### src/rtl/clock_pkg.sv
// Shared types and helpers for the multi-alarm clock.
//   time_t     : packed hh:mm:ss value (h 5 bits, m 6 bits, s 6 bits)
//   alarm_st_e : per-channel alarm state
//   MAX_H / MAX_MS : largest legal hour / minute-or-second value
//   to_12h()   : 24 h hour -> 12 h display hour (0 shows as 12)
package clock_pkg;

  typedef struct packed {
    logic [4:0] h;
    logic [5:0] m;
    logic [5:0] s;
  } time_t;

  typedef enum logic [1:0] {
    AL_IDLE   = 2'd0,
    AL_RING   = 2'd1,
    AL_SNOOZE = 2'd2
  } alarm_st_e;

  localparam logic [4:0] MAX_H  = 5'd23;
  localparam logic [5:0] MAX_MS = 6'd59;

  function automatic logic [4:0] to_12h(input logic [4:0] h);
    if (h == 5'd0)       return 5'd12;
    else if (h > 5'd12)  return h - 5'd12;
    else                 return h;
  endfunction

endpackage

### src/rtl/alarm_channel.sv
// One alarm channel: stored alarm time/enable plus the IDLE/RING(/SNOOZE) FSM.
// Optional feature macro: SNOOZE_EN (adds the SNOOZE state and its counter).
// Ports:
//   clk, r           clock, asynchronous active-low reset
//   tick             one-cycle strobe: the time advances on this edge
//   tick_t           the time value this tick loads (compared against the alarm)
//   stop             return to IDLE from RING or SNOOZE
//   snooze           RING -> SNOOZE (ignored unless SNOOZE_EN)
//   wr, wr_h/m/en    single-cycle write of alarm fields; forces IDLE
//   ring             channel is ringing
//   state            current FSM state, for probing
module alarm_channel
  import clock_pkg::*;
#(
  parameter int RING_SECS  = 60,
  parameter int SNOOZE_MIN = 5
) (
  input  logic       clk,
  input  logic       r,
  input  logic       tick,
  input  time_t      tick_t,
  input  logic       stop,
  input  logic       snooze,
  input  logic       wr,
  input  logic [4:0] wr_h,
  input  logic [5:0] wr_m,
  input  logic       wr_en,
  output logic       ring,
  output alarm_st_e  state
);

  localparam logic [7:0] RING_LAST = 8'(RING_SECS - 1);

  alarm_st_e  state_q, state_d;
  logic [7:0] rcnt_q, rcnt_d;
  logic [4:0] h_q;
  logic [5:0] m_q;
  logic       en_q;
  logic       hit;

`ifdef SNOOZE_EN
  localparam logic [11:0] SNZ_LAST = 12'(SNOOZE_MIN * 60 - 1);
  logic [11:0] scnt_q, scnt_d;
`else
  logic snooze_unused;
  assign snooze_unused = snooze;
`endif

  // Only a real tick can trigger, so a set_time landing on the alarm is silent.
  assign hit = tick && en_q && (tick_t.h == h_q) && (tick_t.m == m_q) && (tick_t.s == 6'd0);

  always_comb begin
    state_d = state_q;
    rcnt_d  = rcnt_q;
`ifdef SNOOZE_EN
    scnt_d  = scnt_q;
`endif
    // Priority: write > stop > trigger > snooze > counting.
    if (wr || stop) begin
      state_d = AL_IDLE;
    end else if (hit) begin
      state_d = AL_RING;
      rcnt_d  = 8'd0;
    end else begin
      case (state_q)
        AL_RING: begin
`ifdef SNOOZE_EN
          if (snooze) begin
            state_d = AL_SNOOZE;
            scnt_d  = 12'd0;
          end else
`endif
          if (tick) begin
            if (rcnt_q == RING_LAST) state_d = AL_IDLE;
            else                     rcnt_d  = rcnt_q + 8'd1;
          end
        end
`ifdef SNOOZE_EN
        AL_SNOOZE: begin
          if (tick) begin
            if (scnt_q == SNZ_LAST) begin
              state_d = AL_RING;
              rcnt_d  = 8'd0;
            end else begin
              scnt_d = scnt_q + 12'd1;
            end
          end
        end
`endif
        default: ;
      endcase
    end
  end

  always_ff @(posedge clk or negedge r) begin
    if (!r) begin
      state_q <= AL_IDLE;
      rcnt_q  <= 8'd0;
      h_q     <= 5'd0;
      m_q     <= 6'd0;
      en_q    <= 1'b0;
`ifdef SNOOZE_EN
      scnt_q  <= 12'd0;
`endif
    end else begin
      state_q <= state_d;
      rcnt_q  <= rcnt_d;
`ifdef SNOOZE_EN
      scnt_q  <= scnt_d;
`endif
      if (wr) begin
        h_q  <= wr_h;
        m_q  <= wr_m;
        en_q <= wr_en;
      end
    end
  end

  assign ring  = (state_q == AL_RING);
  assign state = state_q;

endmodule

### src/rtl/multi_alarm_clock.sv
// Clock core: prescaler, hh:mm:ss counters, 12/24 h display decode and
// NUM_ALARMS alarm channels.
// Optional feature macro: SNOOZE_EN (snooze support inside alarm_channel).
// Ports:
//   clk, r                 clock, asynchronous active-low reset
//   hour_24                1: disp_h = hh, 0: 12 h display
//   set_time, set_h/m/s    load time (out-of-range loads ignored), clears prescaler
//   al_wr, al_idx, al_h/m, al_en   single-cycle alarm channel write
//   stop, snooze           global stop / snooze for all channels
//   hh, mm, ss             current time
//   disp_h, pm             display hour and afternoon flag
//   sec_pulse              one-cycle pulse after each second tick
//   ring, a_out            per-channel ringing and their OR
module multi_alarm_clock
  import clock_pkg::*;
#(
  parameter int TICK_DIV   = 50_000_000,
  parameter int NUM_ALARMS = 4,
  parameter int RING_SECS  = 60,
  parameter int SNOOZE_MIN = 5,
  localparam int AW = (NUM_ALARMS > 1) ? $clog2(NUM_ALARMS) : 1
) (
  input  logic                  clk,
  input  logic                  r,
  input  logic                  hour_24,
  input  logic                  set_time,
  input  logic [4:0]            set_h,
  input  logic [5:0]            set_m,
  input  logic [5:0]            set_s,
  input  logic                  al_wr,
  input  logic [AW-1:0]         al_idx,
  input  logic [4:0]            al_h,
  input  logic [5:0]            al_m,
  input  logic                  al_en,
  input  logic                  stop,
  input  logic                  snooze,
  output logic [4:0]            hh,
  output logic [5:0]            mm,
  output logic [5:0]            ss,
  output logic [4:0]            disp_h,
  output logic                  pm,
  output logic                  sec_pulse,
  output logic [NUM_ALARMS-1:0] ring,
  output logic                  a_out
);

  localparam int PW = $clog2(TICK_DIV);
  localparam logic [PW-1:0] PRESC_LAST = PW'(TICK_DIV - 1);

  logic [PW-1:0] presc_q;
  time_t         t_q, next_t;
  logic          set_ok, tick;

  // Per-channel FSM state, kept visible for probing.
  alarm_st_e ch_state_unused [NUM_ALARMS];

  assign set_ok = set_time && (set_h <= MAX_H) && (set_m <= MAX_MS) && (set_s <= MAX_MS);
  // A valid load in the same cycle swallows the tick.
  assign tick   = (presc_q == PRESC_LAST) && !set_ok;

  always_comb begin
    next_t = t_q;
    if (t_q.s == MAX_MS) begin
      next_t.s = 6'd0;
      if (t_q.m == MAX_MS) begin
        next_t.m = 6'd0;
        next_t.h = (t_q.h == MAX_H) ? 5'd0 : t_q.h + 5'd1;
      end else begin
        next_t.m = t_q.m + 6'd1;
      end
    end else begin
      next_t.s = t_q.s + 6'd1;
    end
  end

  always_ff @(posedge clk or negedge r) begin
    if (!r) begin
      presc_q   <= '0;
      t_q       <= '0;
      sec_pulse <= 1'b0;
    end else if (set_ok) begin
      presc_q   <= '0;
      t_q       <= '{h: set_h, m: set_m, s: set_s};
      sec_pulse <= 1'b0;
    end else begin
      sec_pulse <= tick;
      presc_q   <= tick ? '0 : presc_q + PW'(1);
      if (tick) t_q <= next_t;
    end
  end

  // Display is a pure decode of the registered hour, so it never lags hh.
  assign hh     = t_q.h;
  assign mm     = t_q.m;
  assign ss     = t_q.s;
  assign pm     = (t_q.h >= 5'd12);
  assign disp_h = hour_24 ? t_q.h : to_12h(t_q.h);

  for (genvar i = 0; i < NUM_ALARMS; i++) begin : g_ch
    alarm_channel #(
      .RING_SECS (RING_SECS),
      .SNOOZE_MIN(SNOOZE_MIN)
    ) u_ch (
      .clk   (clk),
      .r     (r),
      .tick  (tick),
      .tick_t(next_t),
      .stop  (stop),
      .snooze(snooze),
      .wr    (al_wr && (al_idx == AW'(i))),
      .wr_h  (al_h),
      .wr_m  (al_m),
      .wr_en (al_en),
      .ring  (ring[i]),
      .state (ch_state_unused[i])
    );
  end

  assign a_out = |ring;

endmodule

### config.mk
export PLATFORM = sky130hd
export DESIGN_NAME = multi_alarm_clock
export DESIGN_NICKNAME = d
export VERILOG_FILES = /design/src/rtl/clock_pkg.sv /design/src/rtl/alarm_channel.sv /design/src/rtl/multi_alarm_clock.sv
export SDC_FILE = /design/constraint.sdc
export NUM_CORES = 1
export LEC_CHECK = 0
export ABC_AREA = 1
export CORE_MARGIN = 2
export CORE_UTILIZATION = 63
export CTS_BUF_LIST = sky130_fd_sc_hd__clkbuf_4 sky130_fd_sc_hd__clkbuf_8 sky130_fd_sc_hd__clkbuf_16
export DETAILED_ROUTE_END_ITERATION = 12
export GPL_ROUTABILITY_DRIVEN = 0
export PLACE_DENSITY_LB_ADDON = 0.08
export RECOVER_POWER = 100
export SLEW_MARGIN = 20
export SYNTH_ARGS = -nofsm -noshare
export SYNTH_HDL_FRONTEND = slang
export SYNTH_SLANG_ARGS = --single-unit
export TNS_END_PERCENT = 100
### constraint.sdc
create_clock -name clk -period 3.9 [get_ports clk]
set_input_delay 0.78 -clock clk [delete_from_list [all_inputs] [get_ports clk]]
set_output_delay 0.78 -clock clk [all_outputs]
set_load 0.005 [all_outputs]
==> results by group, run 1 <==
Pwr
  – Power Dens Cells: roughly 440 nW/µm²
  – VDD IR max: 311 µV
  – Static Leak: roughly 4.5 nW

Global route
  – Number of antenna violations at the first check in global routing: 0
  – GRT Util Overall: between 30% and 40%
  – Vias in the first global route: just under 7000
  – GR Overflow Total: 0
  – Largest net degree at the start of global routing: between 50 and 60
  – First-pass GRT wire length: 32900 µm

Logic synthesis
  – Synth top cells by count: 279 x nand2_1, 154 x inv_1, 128 x dfrtp_1
  – Sequential fraction of the synthesis area: approximately two fifths
  – Synth area leaders: dfrtp_1 42%, nand2_1 14%, inv_1 7.5%
  – Syn nets: 1086
  – Syn Inst Count: between 1000 and 1500
  – YS warnings: 0
  – Synth area leader: dfrtp_1
  – Asr flop ratio synth: 100%
  – Synth Register Bits: around 130
  – Most numerous cell in the Yosys netlist: nand2_1
  – Mapped cell area: ~7700 µm²
  – EDFF count, synth: 0
  – Avg Inst Size Synth: 7.42 µm²
  – Post-synth top area share: around two fifths
  – Most used DFF post-synth: dfrtp_1
  – Yosys cell types: 48

Timing
  – Worst setup margin: around 0.54 ns
  – Setup TNS: 0 ns
  – Fin crit share: between 80 and 90%
  – RSZ-0062 raised after global routing: no
  – Hold violation total from the final report: 0
  – Clock skew: 0.0131 ns
  – Slew Viols, Final: 0
  – Slew Limit Headroom: 17.9%
  – Min Tclk post-route: 3.36 ns
  – Final setup vio count: 0
  – Slew @ Worst Pin: ~1.2 ns
  – Max Freq: just under 300 MHz

Floorplan
  – Row cnt: 40
  – Initial Util: ~64%
  – Chip Height: about 110 µm
  – Chip width: 114 µm
  – # IOs: between 60 and 70
  – Die area: ~13000 µm²
  – Core footprint: between 10000 and 15000 µm²

CTS
  – CTS sink count: between 100 and 150
  – CTS tree: yes
  – Clock latency on the worst-skew pair: 0.43 ns
  – Post-cts resize count: 0
  – Clock Path Buffers: 2
  – Worst-path clk slew: approximately 0.060 ns
  – Post-CTS setup buffer count: 0
  – Total CTS buffers: 17
  – Cts hold-fix bufs: 0
  – Root Driver: clkbuf_16
  – H-tree depth: 4

Place
  – DP HPWL: around 14000 µm
  – Post-place setup slack: 0.822 ns
  – IO Port Bufs: 65
  – Placed cell count: between 1000 and 1500

Routing
  – Pre-antenna DRT Iters: 5
  – Starting DRT DRC Count: 591
  – Routed vias: approximately 7200
  – Antenna-violating nets left: 0
  – Via-to-Cell Ratio: between 5 and 6
  – Avg WL per Cell: about 16 µm
  – Final wirelength: between 20000 and 25000 µm
  – DRC: 0

Final layout
  – Area of the multi-input gates: 3710 µm²
  – Fill count: between 900 and 1000
  – Non-Filler Instances: 1266
  – Number of diodes: 0
  – Layout cell share with drive strength beyond 1: roughly 8.8%
  – Layout net count: 1157
  – Layout area overhead: 17.6%
  – Final core utilization: approximately three quarters
  – FF+latch area: between 3000 and 4000 µm²

Setup path
  – Worst EP arrival: around 3.7 ns
  – Critical Path Sink: g_ch[1].u_ch.rcnt_q[0]$_DFFE_PN0P_
  – CP Data Required Time: approximately 4.2 ns
  – Crit path from: ss[0]$_DFFE_PN0P_
  – Slowest cell on crit path: dfrtp_1
  – Reg-to-Reg Start: ss[0]$_DFFE_PN0P_
  – Crit-path most repeated cell: nand2_1
  – CP startpoint kind: flop
  – Reg2Reg Capture Point: g_ch[1].u_ch.rcnt_q[0]$_DFFE_PN0P_
  – CP Max Fanout: 17
  – CP Capture Type: flop
  – Critical path type: reg2reg
  – Max incr delay on CP: slightly above 0.5 ns
  – Worst path cell trace: ha_1 -> nand3_1 -> nor2_4 -> nand2_1 -> nand2_1 -> nand2_1 -> nand2_1 -> nand2_1 -> nor2_1 -> nand2_1 -> nor2_1 -> nand4_4 -> nand2_1 -> nand2_1 -> nand2_1 -> inv_1
  – FF-to-FF path depth: 16
  – Worst R2R Setup Slack: around 0.54 ns

Outcome
  – Status: finished clean

Run
  – Max-cap viol count: 0

Min path
  – HP Class: in2async
[report_power, final]
part | switching [mW] | total, mW | internal (mW) | leakage (nW)
Combinational | 0.452 | 0.736 | 0.284 | 2.55
Clock | 0.618 | 1.72 | 1.10 | 0.309
Sequential | 0.114 | 1.56 | 1.45 | 1.60
[registers in the layout, summed over array words and instances, names as in the netlist]
name	flops
presc_q	26
g_ch.u_ch.rcnt_q	32
g_ch.u_ch.m_q	24
mm	6
g_ch.u_ch.en_q	4
hh	5
ss	6
g_ch.u_ch.h_q	20
sec_pulse	1
g_ch.u_ch.state	4
[layout by cell type (no fill, tap or decap), types with 4 or more instances in the layout]
master	instances
nand2_1	282
xor2_1	16
dlygate4sd3_1	30
o21ai_1	4
nand4_1	24
o21ai_0	70
nor3_1	29
clkinv_2	4
inv_1	154
xnor2_1	5
clkbuf_16	17
a21oi_1	23
nor2_2	12
bufinv_16	4
o221ai_1	14
nand2_2	10
nand3_2	9
nor4_1	5
dfrtp_1	128
nor2_4	4
clkbuf_1	7
ha_1	13
nor2_1	80
or2_2	11
clkdlybuf4s50_1	34
nand3_1	82
[critical path, delay by kind of cell, from the launching register on]
| kind | cells | cell delay [ns] |
|---|---|---|
| and+or+nand+nor | 14 | 2.45 |
| DFF | 1 | 0.51 |
| buffers and inverters | 1 | 0.03 |
| adders and majority gates | 1 | 0.29 |
[logic make-up after synthesis]
logic type	synth area share (%)
compound gates	9.52
fa+ha+maj	2.12
simple gates	34.8
flops	41.7
xor+xnor	2.39
buf+inv	9.52
[metrics by stage]
stage	hold slack [ns]	power [mW]	instance area [µm²]
after floorplan	0.453	2.01	7680
after global placement	0.470	2.31	8480
after detailed placement	0.477	2.33	8480
after CTS	0.427	4.05	9120
after global routing	0.464	4.19	9040
final	0.405	4.02	9040
[area by class of cell]
class | count | area share, %
inverters | 159 | 6.62
multi-input cells | 725 | 41.0
clock inverters | 13 | 2.05
flip-flops and latches | 128 | 35.4
repair buffers | 75 | 7.85
clock buffers | 19 | 5.01
well taps | 147 | 2.03
[how the worst min path moves through the flow]
stage / start / end / slack [ns] / cells past startpoint
6_report: r / presc_q[21]$_DFF_PN0_ / 0.41 / 1
3_3_place_gp: g_ch[2].u_ch.h_q[0]$_DFFE_PN0P_ / g_ch[2].u_ch.h_q[0]$_DFFE_PN0P_ / 0.47 / 2
4_1_cts: r / presc_q[21]$_DFF_PN0_ / 0.43 / 1
5_1_grt: r / presc_q[21]$_DFF_PN0_ / 0.46 / 1
3_5_place_dp: g_ch[3].u_ch.h_q[1]$_DFFE_PN0P_ / g_ch[3].u_ch.h_q[1]$_DFFE_PN0P_ / 0.48 / 2
2_1_floorplan: g_ch[2].u_ch.h_q[0]$_DFFE_PN0P_ / g_ch[2].u_ch.h_q[0]$_DFFE_PN0P_ / 0.45 / 2
[routing by layer]
layer  routed length (µm)  global-route usage [%]  up-vias  share of wire [%]
li1                     -                       -     3500                  -
met1                 8370                    42.2     3375                 42
met2                 9700                    52.8      282                 48
met3                 1310                    6.99       48                6.5
met4                  673                    14.1        0                3.4
met5                    0                       0        -                  0
No activity file was read; power rests on OpenSTA's default activity.
==> run 2: changes to the inputs <==
--- a/config.mk
+++ b/config.mk
@@ -17,4 +17,3 @@
 export SYNTH_ARGS = -nofsm -noshare
 export SYNTH_HDL_FRONTEND = slang
 export SYNTH_SLANG_ARGS = --single-unit
-export TNS_END_PERCENT = 100
==> results of run 2 <==
Final layout, timing and power as in run 1 (identical DEF).
==> run 3: changes to the inputs <==
--- a/config.mk
+++ b/config.mk
@@ -7,11 +7,12 @@
 export LEC_CHECK = 0
 export ABC_AREA = 1
 export CORE_MARGIN = 2
-export CORE_UTILIZATION = 63
+export CORE_UTILIZATION = 65
 export CTS_BUF_LIST = sky130_fd_sc_hd__clkbuf_4 sky130_fd_sc_hd__clkbuf_8 sky130_fd_sc_hd__clkbuf_16
 export DETAILED_ROUTE_END_ITERATION = 12
+export DONT_BUFFER_PORTS = 1
 export GPL_ROUTABILITY_DRIVEN = 0
-export PLACE_DENSITY_LB_ADDON = 0.08
+export PLACE_DENSITY = 0.82
 export RECOVER_POWER = 100
 export SLEW_MARGIN = 20
 export SYNTH_ARGS = -nofsm -noshare
==> run 3 against run 2 <==
  * Routed wire length shrank 9.9%
  * Highest routed layer unchanged
  * Global-route usage shrank 2.2 points
  * Sequential power is essentially flat
  * Worst hold slack lost 0.36 ns
  * Flip-flop and latch count is the same
==> results by group, run 3 (same netlist as run 1, synthesis figures left out) <==
Timing
  – Final setup vio count: 0 (unchanged)
  – Worst setup margin: 0.541 ns (+0.00206 ns)
  – RSZ-0062 raised after global routing: no
  – Clock skew: 0.00542 ns (-0.00763 ns)
  – Slew Limit Headroom: 20.5% (+2.6 points)
  – Setup TNS: 0 ns (unchanged)
  – Min Tclk post-route: 3.36 ns (-0.00205 ns)
  – Fin crit share: 86.1% (about the same)
  – Slew Viols, Final: 0 (unchanged)
  – Hold violation total from the final report: 0 (unchanged)
  – Slew @ Worst Pin: 1.19 ns (-0.0394 ns)
  – Max Freq: 298 MHz (about the same)

Setup path
  – Critical path's top delay family: simple AND/OR/NAND/NOR gates
  – Worst Path Buf+Inv: 0 (-1)
  – Critical path type: reg2reg
  – Crit path from: ss[0]$_DFFE_PN0P_
  – Crit-path most repeated cell: nand2_1
  – Slowest cell on crit path: dfrtp_1
  – CP Max Fanout: 17 (unchanged)
  – Reg-to-Reg Start: ss[0]$_DFFE_PN0P_
  – CP Capture Type: flop
  – Worst EP arrival: 3.71 ns (+0.02 ns)
  – Worst path cell trace: ha_1 -> nand3_1 -> nor2_4 -> o21ai_0 -> nand2_1 -> nand3_1 -> nor2_1 -> nand2_1 -> nor2_1 -> nand4_1 -> nand2_1 -> nand2_1 -> a21oi_1
  – CP Data Required Time: 4.25 ns (+0.02 ns)
  – CP startpoint kind: flop
  – Max incr delay on CP: 0.54 ns (+0.03 ns)

Final layout
  – Top reg by flops: g_ch.u_ch.rcnt_q
  – Biggest regs: g_ch.u_ch.rcnt_q (32), presc_q (26), g_ch.u_ch.m_q (24)
  – Layout area overhead: 7.62%
  – Commonest non-fill, non-tap cell in the layout: nand2_1
  – Max reg flops: 32 (unchanged)
  – Layout net count: 1089 (-5.9%)
  – Final core utilization: 72.1% (-3.4 points)
  – Layout cell share with drive strength beyond 1: 8.77% (-0.077 points)
  – Number of diodes: 0 (unchanged)
  – Commonest cells after routing, fill and taps aside: 281 x nand2_1, 155 x inv_1, 128 x dfrtp_1
  – Final Cell Area: 8270 µm² (-8.5%)

CTS
  – Worst-path clk slew: 0.06 ns (about the same)
  – CTS tree: yes
  – Clock Path Buffers: 2 (unchanged)
  – CTS sink count: 128 (unchanged)
  – H-tree depth: 4 (unchanged)
  – Post-cts resize count: 0 (unchanged)
  – Clock latency on the worst-skew pair: 0.42 ns (about the same)
  – Total CTS buffers: 17 (unchanged)
  – Cts hold-fix bufs: 0 (unchanged)
  – Post-CTS setup buffer count: 0 (unchanged)
  – Root Driver: clkbuf_16

Floorplan
  – Die area: 12700 µm² (-3.0%)
  – Chip Height: 113 µm (-1.5%)
  – # IOs: 67 (unchanged)
  – Core footprint: 11500 µm² (-4.1%)
  – Row cnt: 39 (-2.5%)
  – Initial Util: 67.0% (+2.8 points)
  – Chip width: 113 µm (-1.5%)

Run
  – Max-cap viol count: 0 (unchanged)

Routing
  – Routed vias: 6753 (-6.3%)
  – Avg WL per Cell: 15.2 µm (-4.3%)
  – DRC: 0 (unchanged)
  – Pre-antenna DRT Iters: 5 (unchanged)
  – Via-to-Cell Ratio: 5.67 (-0.45%)
  – Final wirelength: 18100 µm (-9.9%)
  – Antenna-violating nets left: 0 (unchanged)
  – Starting DRT DRC Count: 579 (-2.0%)

Global route
  – Largest net degree at the start of global routing: 129 (+130%)
  – First-pass GRT wire length: 30700 µm (-6.4%)
  – GR Overflow Total: 0 (unchanged)
  – Number of antenna violations at the first check in global routing: 0 (unchanged)
  – Vias in the first global route: 6448 (-6.1%)
  – GRT Util Overall: 30.3% (-2.2 points)

Pwr
  – Static Leak: 4.12 nW (-7.8%)
  – VDD IR max: 365 µV (+17%)
  – Power Dens Cells: 443 nW/µm² (-0.46%)

Place
  – Placement-stage cell area: 7790 µm² (-8.1%)
  – Post-place setup slack: 0.882 ns (+0.0602 ns)
  – DP HPWL: 12900 µm (-9.5%)
  – IO Port Bufs: 0 (-100%)

Min path
  – HP Class: in2async

Outcome
  – Status: finished clean
-- run 3: cell types whose count changed in the layout (fill, tap and decap cells not counted), moves of 3 or more --
cell and change:
clkdlybuf4s50_1 -34, clkinv_4 -3, bufinv_16 -3, dlygate4sd3_1 -30, clkbuf_4 +4
-- run 3: cell type report --
type	count	area [µm²]
Timing Repair Buffer	7	30.0
Fill cell	932	3200
Sequential cell	128	3200
Clock inverter	5	55.1
Tap cell	143	179
Multi-Input combinational cell	725	3690
Clock buffer	25	510
Inverter	159	598
-- run 3: path summary, 6_finish.rpt --
check / cells past startpoint / slack, ns / endpoint
worst min-delay path: 0 / 0.05 / ss[5]$_DFFE_PN0P_
max in group asynchronous: 0 / 3.69 / g_ch[2].u_ch.rcnt_q[3]$_DFFE_PN0P_
worst max-delay path: 13 / 0.54 / g_ch[0].u_ch.rcnt_q[6]$_DFFE_PN0P_
min in group clk: 2 / 0.48 / g_ch[1].u_ch.m_q[0]$_DFFE_PN0P_
worst max register to register: 13 / 0.54 / g_ch[0].u_ch.rcnt_q[6]$_DFFE_PN0P_
worst min register to register: 2 / 0.49 / g_ch[2].u_ch.en_q$_DFFE_PN0P_
-- run 3: power breakdown --
group	switching (mW)	internal [mW]
Sequential	0.115	1.45
Clock	0.558	0.961
Combinational	0.378	0.200
-- run 3: worst reg2reg max path, cell delays in order, from the launching register on --
cell and delay, ns:
dfrtp_1 0.54, ha_1 0.30, nand3_1 0.13, nor2_4 0.38, o21ai_0 0.39, nand2_1 0.14, nand3_1 0.13, nor2_1 0.17
nand2_1 0.07, nor2_1 0.17, nand4_1 0.36, nand2_1 0.29, nand2_1 0.08, a21oi_1 0.13
-- run 3: metal layers --
metal  vias up  track usage, %  share of wire [%]
li1       3358               -                  -
met1      3182            40.6                 44
met3        35            7.23                5.7
met4         0            9.92                2.6
met2       178            49.1                 48
met5         -               0                  0
-- run 3: through the flow --
stage | power, mW | hold slack [ns] | cells
CTS | 3.67 | 0.0449 | 1192
global route | 3.83 | 0.0395 | 1192
detailed placement | 2.16 | 0.476 | 1162
finish | 3.66 | 0.0488 | 1192
global placement | 2.14 | 0.471 | 1162
floorplan | 2.01 | 0.453 | 1035
